### src/rtl/fsk_demod.sv
// fsk_demod: binary-FSK period classifier and per-symbol majority-vote bit recovery
// ports: clk system clock; reset async active-low; fsk_in async FSK square wave;
//        bit_out recovered bit (held between strobes); bit_valid one-cycle strobe;
//        sym_err window had a tie or an out-of-tolerance period; locked high in TRACK
module fsk_demod #(
  parameter int CNT_W       = 8,
  parameter int F1_PERIOD   = 4,
  parameter int F0_PERIOD   = 8,
  parameter int TOL         = 1,
  parameter int SYMBOL_CLKS = 64,
  parameter int TIMEOUT     = 32
) (
  input  logic clk,
  input  logic reset,
  input  logic fsk_in,
  output logic bit_out,
  output logic bit_valid,
  output logic sym_err,
  output logic locked
);
  typedef enum logic [1:0] {IDLE, ACQ, TRACK} state_t;
  localparam logic [CNT_W-1:0] ONE  = CNT_W'(1);
  localparam logic [CNT_W-1:0] MAXC = '1;
  localparam logic [CNT_W-1:0] F1   = CNT_W'(F1_PERIOD);
  localparam logic [CNT_W-1:0] F0   = CNT_W'(F0_PERIOD);
  localparam logic [CNT_W-1:0] TOLC = CNT_W'(TOL);
  localparam logic [CNT_W-1:0] SYMC = CNT_W'(SYMBOL_CLKS);
  localparam logic [CNT_W-1:0] TOC  = CNT_W'(TIMEOUT);
  state_t state;
  logic [2:0] sync;
  logic [CNT_W-1:0] per_cnt, win_cnt, ones_cnt, zeros_cnt, ones_nx, zeros_nx, d1, d0;
  logic err_flag, err_nx, edge_det, is_mark, is_space, is_inv, timeout, win_end;
  assign edge_det = sync[1] & ~sync[2];
  assign d1       = per_cnt > F1 ? per_cnt - F1 : F1 - per_cnt;
  assign d0       = per_cnt > F0 ? per_cnt - F0 : F0 - per_cnt;
  assign is_mark  = d1 <= TOLC;
  assign is_space = !is_mark && d0 <= TOLC;
  assign is_inv   = !is_mark && !is_space;
  assign timeout  = per_cnt >= TOC;
  assign win_end  = win_cnt == SYMC;
  // next counts include a period ending this cycle, so a window-end decision sees it
  assign ones_nx  = (edge_det && is_mark && ones_cnt != MAXC) ? ones_cnt + ONE : ones_cnt;
  assign zeros_nx = (edge_det && is_space && zeros_cnt != MAXC) ? zeros_cnt + ONE : zeros_cnt;
  assign err_nx   = err_flag | (edge_det & is_inv);
  always_ff @(posedge clk or negedge reset) begin
    if (!reset) begin
      state     <= IDLE;
      sync      <= '0;
      per_cnt   <= '0;
      win_cnt   <= '0;
      ones_cnt  <= '0;
      zeros_cnt <= '0;
      err_flag  <= 1'b0;
      bit_out   <= 1'b0;
      bit_valid <= 1'b0;
      sym_err   <= 1'b0;
      locked    <= 1'b0;
    end else begin
      sync      <= {sync[1:0], fsk_in};
      per_cnt   <= edge_det ? ONE : (per_cnt == MAXC ? per_cnt : per_cnt + ONE);
      bit_valid <= 1'b0;
      sym_err   <= 1'b0;
      case (state)
        IDLE: if (edge_det) state <= ACQ;
        ACQ: begin
          if (edge_det && !is_inv) begin
            state     <= TRACK;
            locked    <= 1'b1;
            win_cnt   <= ONE;
            ones_cnt  <= ones_nx;
            zeros_cnt <= zeros_nx;
          end else if (timeout) state <= IDLE;
        end
        TRACK: begin
          if (timeout) begin
            state     <= IDLE;
            locked    <= 1'b0;
            win_cnt   <= '0;
            ones_cnt  <= '0;
            zeros_cnt <= '0;
            err_flag  <= 1'b0;
          end else if (win_end) begin
            bit_valid <= 1'b1;
            bit_out   <= ones_nx > zeros_nx;
            sym_err   <= err_nx | (ones_nx == zeros_nx);
            win_cnt   <= ONE;
            ones_cnt  <= '0;
            zeros_cnt <= '0;
            err_flag  <= 1'b0;
          end else begin
            win_cnt   <= win_cnt + ONE;
            ones_cnt  <= ones_nx;
            zeros_cnt <= zeros_nx;
            err_flag  <= err_nx;
          end
        end
        default: state <= IDLE;
      endcase
    end
  end
endmodule

### config.mk
export PLATFORM = sky130hd
export DESIGN_NAME = fsk_demod
export DESIGN_NICKNAME = d
export VERILOG_FILES = /design/src/rtl/fsk_demod.sv
export SDC_FILE = /design/constraint.sdc
export NUM_CORES = 1
export LEC_CHECK = 0
export CORE_ASPECT_RATIO = 1.75
export CORE_MARGIN = 1
export CORE_UTILIZATION = 45
export DETAILED_ROUTE_END_ITERATION = 8
export PLACE_DENSITY = 0.61
export SYNTH_ARGS = -nofsm -noshare
export SYNTH_HDL_FRONTEND = slang
export SYNTH_SLANG_ARGS = --single-unit
### constraint.sdc
create_clock -name clk -period 10.85 [get_ports clk]
set_input_delay 1.6275 -clock clk [delete_from_list [all_inputs] [get_ports clk]]
set_output_delay 1.6275 -clock clk [all_outputs]
set_load 0.005 [all_outputs]
# Word-level counts from Yosys, hierarchy flattened
# Index checks and enable logic that the tools add are counted.
dict set report word_totals {
  mem_bits_ro 0
  ff_bits 42
  memories 0
  ramBits 0
  latch_bits 0
}
dict set report op_classes {
  mul 0
  n_mux 33
  n_lt_le_gt_ge 6
  n_eq_ne 11
  addsub 8
  n_bitwise 6
  n_shift 0
  n_reduce_logical 15
  div_mod_pow 0
}
# cell count
set op_table {}
lappend op_table {{$mux 8} 15}
lappend op_table {{$pmux 8 s2} 3}
lappend op_table {{$add 8x1->8 const B} 4}
lappend op_table {{$le 8x1->1 const B} 2}
lappend op_table {{$ne 8x8->1 const B} 2}
lappend op_table {{$mux 1} 10}
lappend op_table {{$eq 8x7->1 const B} 1}
lappend op_table {{$eq 8x8->1} 1}
lappend op_table {{$eq 8x8->1 const B} 1}
lappend op_table {{$ge 8x6->1 const B} 1}
lappend op_table {{$gt 8x3->1 const B} 1}
lappend op_table {{$gt 8x4->1 const B} 1}
lappend op_table {{$gt 8x8->1} 1}
lappend op_table {{$ne 2x2->1 const B} 4}
lappend op_table {{$sub 3x8->8 const A} 1}
lappend op_table {{$sub 4x8->8 const A} 1}
lappend op_table {{$sub 8x3->8 const B} 1}
lappend op_table {{$sub 8x4->8 const B} 1}
lappend op_table {{$logic_and 1x1->1} 7}
lappend op_table {{$mux 2} 3}
lappend op_table {{$pmux 2 s3} 1}
lappend op_table {{$reduce_and 3->1} 2}
lappend op_table {{$logic_not 1->1} 3}
lappend op_table {{$and 1x1->1} 2}
lappend op_table {{8 further kinds} 10}

# Depth between registers and ports, before layout
# Gate-level depths: netlist (run 1).
dict set report logic_depth {
  ltp_word 13
  mapped_depth 19
}

# Worst setup path before layout (run 1)
# No wires, ideal clock.
dict set report synth_path {
  path_type {reg2reg}
  from {register per_cnt[3]}
  to {register bit_out}
  stages_incl_launch_ff 18
  synth_period_minus_slack_ps 4182
  required_ps 10763
  t_arrival_ps 4096
  setup_ps 87
  setup_slack_ps 6668
  n_path_buf 2
  path_cell_list {dfrtp_1 > clkbuf_1 > inv_1 > ha_1 > a21boi_1 > a21oi_1 > or4_1 > or3_1 > buf_6 > nor3_4 > and4_2 > and3_1 > xor2_1 > ha_1 > nand4_1 > a2111oi_4 > a31oi_1 > a211oi_2}
}
dict set report synth_between {
  elab_chain_len 9
}
# item line
set synth_rtl {}
lappend synth_rtl {{start, declared} 31} ;# logic [CNT_W-1:0] per_cnt, win_cnt, ones_cnt, zeros_cnt, ones_nx, zeros_nx, d1, d0;
lappend synth_rtl {{start signal, assigned} 60} ;# per_cnt <= edge_det ? ONE : (per_cnt == MAXC ? per_cnt : per_cnt + ONE);
lappend synth_rtl {{$sub 3x8->8, or another cell as far along} 34} ;# assign d1 = per_cnt > F1 ? per_cnt - F1 : F1 - per_cnt;
lappend synth_rtl {{$mux 8} 34}
lappend synth_rtl {{$le 8x1->1} 36} ;# assign is_mark = d1 <= TOLC;
lappend synth_rtl {{$logic_not 1->1} 37} ;# assign is_space = !is_mark && d0 <= TOLC;
lappend synth_rtl {{$logic_and 1x1->1} 37}
lappend synth_rtl {{$logic_and 1x1->1 (2 in series)} 43} ;# assign zeros_nx = (edge_det && is_space && zeros_cnt != MAXC) ? zeros_cnt + ONE : zeros_cnt;
lappend synth_rtl {{$mux 8} 43}
lappend synth_rtl {{$gt 8x8->1} 84} ;# bit_out <= ones_nx > zeros_nx;
lappend synth_rtl {{end signal, assigned} 84}
lappend synth_rtl {{end, declared} 16} ;# output logic bit_out,
# Several ways; a longest one is shown, not always the timed one.
# A chain may end at the register's enable or synchronous reset.

# Final worst setup path (run 1)
# Same ends and word-level chain as after synthesis.

==> flow_metrics.py, run 1 <==
metrics = {
    "global_route": {
        "grt_overflow": 0,
        "grt_pass1_wl_mm": 11.1,
        "grt_use_total_pct": 21.4,
        "grt_pass1_vias": 2289,
        "antenna_found_initial": 0,
        "grt_max_degree": 43,
    },
    "synth": {
        "synthXorXnorAreaFrac_pct": 6.68,
        "ys_seq_elements": 42,
        "synthDistinctLibCells": 57,
        "yosysWarnings": 0,
        "async_reset_ff_share_pct": 100,
        "synth_top_family_by_area": "compound AO/OA/AOI/OAI gates",
        "yosysSeqAreaShare_pct": 36.7,
        "synthAdderAreaFrac_pct": 8.73,
        "synth_flop_cell": "dfrtp_1",
        "synth_mux_area_share_pct": 1.88,
        "avgSynthCellArea_um2": 8.93,
        "synth_edf_count": 0,
        "synth_compound_area_share_pct": 21.4,
        "synth-simple-area-share_pct": 20.8,
        "synth_nets": 344,
        "postSynthCellCount": 321,
        "synth_area_um2": 2870,
    },
    "flow_run": {
        "maxCapViolCount": 0,
    },
    "die": {
        "start_util_pct": 46.4,
        "core.rowCount": 38,
        "dieArea_um2": 6700,
        "die_x_um": 62.3,
        "coreArea_um2": 6180,
        "fp.dieH_um": 108,
        "ioPinCount": 7,
    },
    "placement": {
        "place_area_um2": 2970,
        "place_inst": 397,
        "portBuffers": 6,
        "gp_congestion": 0.809,
        "hpwl_mm": 4.97,
    },
    "timing": {
        "rsz0062_at_grt": "false",
        "hold_violations": 0,
        "period_share_pct": 41.4,
        "timing.fmax_mhz": 223,
        "setup_violations": 0,
        "timing.final.crit_period_ns": 4.49,
        "clock_skew_ns": 0.00742,
        "finalMaxSlewViolations": 0,
        "worst_pin_slew_ns": 0.983,
        "max-slew-margin-rel_pct": 34.5,
        "final.setup.tns_ns": 0,
    },
    "finish": {
        "diodes": 0,
        "syn_to_final_growth_pct": 7.55,
        "n_fill_cell": 611,
        "postLayoutCoreUtil_pct": 49.9,
        "post-route-cell-area_um2": 3080,
        "final_net_count": 347,
        "fin_cells": 405,
        "drive_above_1_share_pct": 8.92,
    },
    "pwr": {
        "clockPowerShare_pct": 20.8,
        "seqPwrFrac_pct": 34.5,
        "intPower_uw": 345,
        "switching_share_pct": 42.6,
        "switching_power_uw": 256,
        "p_leak_nw": 1.38,
        "combPwrFrac_pct": 44.7,
        "power.density_nw_per_um2": 195,
        "vdd_drop_max_mv": 0.109,
    },
    "worst_setup_path": {
        "critical_path_class": "reg2reg",
        "cpMaxStageDelayCell": "dfrtp_1",
        "crit_top_cell": "ha_1",
        "cp.required_ns": 11.07,
        "cp-start-kind": "register",
        "crit_family": "simple AND/OR/NAND/NOR gates",
        "cp_num_cells": 15,
        "cp-end-kind": "register",
        "max_stage_delay_ns": 0.57,
        "path_buf_inv": 1,
        "worstPathArrival_ns": 4.71,
        "crit_chain": "inv_1, ha_1, a21boi_1, a21oi_1, or4_1, or3_1, nor3_4, and4_2, and3_1, xor2_1, ha_1, nand4_1, a2111oi_4, a31oi_1, a211oi_2",
        "reg2reg_depth": 15,
        "cp_max_fo": 12,
    },
    "clock_network": {
        "cts_hold_buf": 0,
        "cts_buffers": 5,
        "post-cts-setup-buffers": 0,
        "clock_latency_ns": 0.30,
        "cts_sinks": 42,
        "cts_root_buf": "clkbuf_8",
        "clk_path_buf_depth": 2,
        "cts_resized": 0,
        "clk_pin_slew_ns": 0.09,
        "cts_tree": "done",
        "htreeDepth": 2,
    },
    "hold_path": {
        "hold_class": "reg2reg",
        "holdPathStages": 0,
    },
    "detailed_routing": {
        "antenna_left": 0,
        "wl_per_cell_um": 16.5,
        "drt_iter0_drc": 117,
        "drc": 0,
        "dr.pass1.iters": 4,
        "viasPerCell": 5.93,
        "wirelength_mm": 6.66,
        "num_vias": 2402,
    },
    "run_status": {
        "status": "complete, no violations",
    },
}
[per-layer routing]
layer  wire, um  global-route usage, %  part of all wire, %
met1       2760                   23.8                   41
met2       3710                   41.8                   56
met3         93                   2.22                  1.4
met4         97                   6.98                  1.5
met5          0                      0                    0
[final timing paths]
check / slack (ns) / start / to
min reg2reg: 0.36 / sync[0] / sync[1]
max reg2reg: 6.36 / per_cnt[3] / bit_out
max: 6.36 / per_cnt[3] / bit_out
min: 0.36 / sync[0] / sync[1]
max in group asynchronous: 8.75 / reset / per_cnt[6]
min in group asynchronous: 1.49 / reset / zeros_cnt[3]
[Yosys cell counts, types with 5 or more instances]
master | instances | area (um^2)
a21oi_1 | 15 | 75.1
a22o_1 | 5 | 43.8
a31oi_1 | 10 | 62.6
and2_1 | 5 | 31.3
and3_1 | 8 | 50.1
clkbuf_1 | 8 | 30.0
dfrtp_1 | 42 | 1050
ha_1 | 20 | 250
inv_1 | 10 | 37.5
nand2_1 | 28 | 105
nand3_1 | 15 | 75.1
nand4_1 | 7 | 43.8
nor2_1 | 30 | 113
nor3_1 | 5 | 25.0
o21ai_0 | 34 | 170
xnor2_1 | 12 | 105
xor2_1 | 8 | 70.1
[layout make-up]
cell class                      count  area (um^2)  share of cell area [%]
Sequential cell                    42         1050                    34.1
Tap cell                           80          100                    3.25
Multi-Input combinational cell    255         1710                    55.4
Clock buffer                        5         68.8                    2.23
Timing Repair Buffer                8         70.1                    2.27
Inverter                           12         45.0                    1.46
Clock inverter                      3         40.0                    1.30
[power groups by stage]
| stage | clock network (mW) | registers, mW | logic, mW |
|---|---|---|---|
| 6_report | 0.125 | 0.208 | 0.269 |
| 5_1_grt | 0.133 | 0.212 | 0.304 |
| 4_1_cts | 0.128 | 0.208 | 0.269 |
| 3_5_place_dp | 0 | 0.211 | 0.267 |
| 3_3_place_gp | 0 | 0.210 | 0.264 |
| 2_1_floorplan | 0 | 0.199 | 0.221 |
[layout by cell type (no fill, tap or decap), types with 7 or more instances in the layout]
cell,Yosys,layout
xnor2_1,12,12
dfrtp_1,42,42
o21ai_0,34,34
a31oi_1,10,10
ha_1,20,20
xor2_1,8,8
nor2_1,30,30
a21oi_1,15,15
nand2_1,28,28
nand3_1,15,15
inv_1,10,10
nand4_1,7,7
and3_1,8,8
[through the flow]
step	power (mW)	hold WS [ns]	worst slack (ns)
6_report	0.601	0.364	6.36
5_1_grt	0.649	0.380	6.09
4_1_cts	0.605	0.367	6.38
3_5_place_dp	0.478	0.340	6.41
3_3_place_gp	0.474	0.336	6.50
2_1_floorplan	0.420	0.331	6.67
[worst reg2reg max path: stages, from the launching register on]
cell and delay (ns):
dfrtp_1 0.57, inv_1 0.24, ha_1 0.28, a21boi_1 0.19, a21oi_1 0.10, or4_1 0.52
or3_1 0.54, nor3_4 0.37, and4_2 0.29, and3_1 0.17, xor2_1 0.21, ha_1 0.20
nand4_1 0.14, a2111oi_4 0.25, a31oi_1 0.15, a211oi_2 0.22
[cells by family after synthesis]
logic type      after synthesis
simple gates                117
flops                        42
fa+ha+maj                    20
mux                           5
buf+inv                      24
xor+xnor                     21
compound gates               92
[sequential cells by signal, summed over array words and instances (netlist names)]
signal and flops:
bit_out 1, bit_valid 1, err_flag 1, locked 1, ones_cnt 8, per_cnt 8, state 2, sym_err 1
sync 3, win_cnt 8, zeros_cnt 8
Note: power is estimated with default switching activity, not from simulation.
==> inputs of run 2 (changes only) <==
PLACE_DENSITY = 0.63   (was 0.61)
clock period = 3.7 ns   (was 10.85 ns; I/O delays follow)
==> flow_metrics.py, run 2 (synthesis results as in run 1) <==
metrics = {
    "run_status": {
        "status": "finished, violations left",
        "violations": "negative setup slack",
    },
    "global_route": {
        "grt_use_total_pct": 23.2,
        "antenna_found_initial": 0,
        "grt_max_degree": 43,
        "grt_overflow": 0,
        "grt_pass1_wl_mm": 12.1,
        "grt_pass1_vias": 2551,
    },
    "worst_setup_path": {
        "worstPathArrival_ns": 4.02,
        "cp.required_ns": 3.93,
        "cp-end-kind": "register",
        "cp-start-kind": "register",
        "critical_path_class": "reg2reg",
        "cp_max_fo": 6,
    },
    "finish": {
        "diodes": 0,
        "post-route-cell-area_um2": 3520,
        "n_fill_cell": 573,
        "syn_to_final_growth_pct": 22.8,
        "layout_commonest_cell": "buf_4",
        "final_net_count": 387,
        "drive_above_1_share_pct": 24.4,
        "layout.cells.most_common_list": "41 x buf_4, 40 x dfrtp_1, 34 x o21ai_0",
    },
    "flow_run": {
        "maxCapViolCount": 0,
    },
    "clock_network": {
        "clk_path_buf_depth": 2,
        "clock_latency_ns": 0.30,
        "cts_tree": "done",
        "clk_pin_slew_ns": 0.08,
        "cts_root_buf": "clkbuf_8",
        "cts_hold_buf": 0,
        "cts_sinks": 42,
        "htreeDepth": 2,
        "cts_buffers": 5,
    },
    "die": {
        "dieArea_um2": 6700,
        "coreArea_um2": 6180,
        "ioPinCount": 7,
        "fp.dieH_um": 108,
        "die_x_um": 62.3,
        "start_util_pct": 46.4,
        "core.rowCount": 38,
    },
    "detailed_routing": {
        "drc": 0,
        "antenna_left": 0,
        "viasPerCell": 5.70,
        "num_vias": 2538,
        "routed-wl-met2_mm": 3.76,
        "top_layer": "met4",
        "dr.pass1.iters": 4,
        "drt-met1-wl_mm": 2.80,
        "wirelength_mm": 7.12,
        "wl_met3_um": 177,
        "wl_per_cell_um": 16.0,
        "drt_iter0_drc": 128,
    },
    "pwr": {
        "p_leak_nw": 1.57,
        "power.density_nw_per_um2": 601,
        "vdd_drop_max_mv": 0.306,
        "total_power_mw": 2.11,
    },
    "timing": {
        "max-slew-margin-rel_pct": 38.2,
        "period_share_pct": 102,
        "finalMaxSlewViolations": 0,
        "setup_violations": 2,
        "rsz0062_at_grt": "true",
        "final.setup.tns_ns": -0.108,
        "clock_skew_ns": 0.00619,
        "setup_ws_ns": -0.0887,
        "timing.final.crit_period_ns": 3.79,
        "hold_violations": 0,
        "worst_pin_slew_ns": 0.927,
        "timing.fmax_mhz": 264,
    },
    "placement": {
        "post-place-ws_ns": -0.258,
        "hpwl_mm": 5.36,
        "place_area_um2": 3290,
        "gp_congestion": 0.886,
        "portBuffers": 6,
    },
    "hold_path": {
        "hold_class": "reg2reg",
    },
}
==> run 2: cell count changes in the layout (fill, tap and decap cells not counted), moves of 2 or more <==
cell,change
ha_4,+6
xor2_2,+2
inv_2,+2
xor2_1,-2
ha_1,-6
dfrtp_1,-2
inv_1,-3
dfrtp_2,+2
buf_4,+39
==> run 2: what timing repair did <==
item | CTS | global route
buffers inserted | 2 | 7
pin swaps | 4 | 4
gates resized for setup | 8 | 6
endpoints found under the setup margin | 2 | 2
==> run 2: final cells by class <==
type	instances	area [um^2]	share of cell area, %
clock buffer	7	86.3	2.45
sequential	42	1050	29.9
timing repair buffer	48	374	10.6
inverter	12	53.8	1.53
tap	80	100	2.84
clock inverter	1	5.00	0.142
multi-input combinational	255	1850	52.5
==> run 2: path summary, 6_finish.rpt <==
check | from | end | slack (ns) | cells past startpoint
worst max-delay path | per_cnt[3] | bit_out | -0.09 | 15
worst min-delay path | sync[0] | sync[1] | 0.36 | 0
worst max register to register | per_cnt[3] | bit_out | -0.09 | 15
worst min register to register | sync[0] | sync[1] | 0.36 | 0
max in group asynchronous | reset | per_cnt[2] | 2.70 | 1
min in group asynchronous | reset | per_cnt[5] | 0.38 | 1
==> run 2: power breakdown <==
part / leakage (nW) / internal (mW) / switching (mW) / total [mW]
Sequential: 0.561 / 0.519 / 0.0693 / 0.589
Clock: 0.0482 / 0.151 / 0.164 / 0.314
Combinational: 0.963 / 0.570 / 0.640 / 1.21
Total: 1.57 / 1.24 / 0.873 / 2.11
==> run 2: worst max-delay path: stages, from the launching register on <==
cell and delay, ns:
dfrtp_2 0.45, inv_8 0.10, ha_4 0.13, a21boi_4 0.18
a21oi_2 0.08, or4_4 0.52, or3_4 0.40, nor3_4 0.18
and4_4 0.25, and3_4 0.19, xor2_2 0.07, ha_1 0.31
nand4_1 0.20, a2111oi_4 0.28, a31oi_1 0.15, a211oi_2 0.22
==> run 2: per-layer routing <==
metal,vias up,global-route usage (%)
li1,1254,-
met1,1214,24.9
met2,45,42.7
met3,25,3.18
met4,0,14.1
met5,-,0
==> run 2: through the flow <==
step | util, % | instances | hold slack (ns)
2_1_floorplan | - | 321 | 0.259
3_3_place_gp | 53.2 | 428 | 0.344
3_5_place_dp | 53.2 | 428 | 0.347
4_1_cts | 55.4 | 438 | 0.364
5_1_grt | 56.9 | 445 | 0.382
6_report | 56.9 | 445 | 0.360
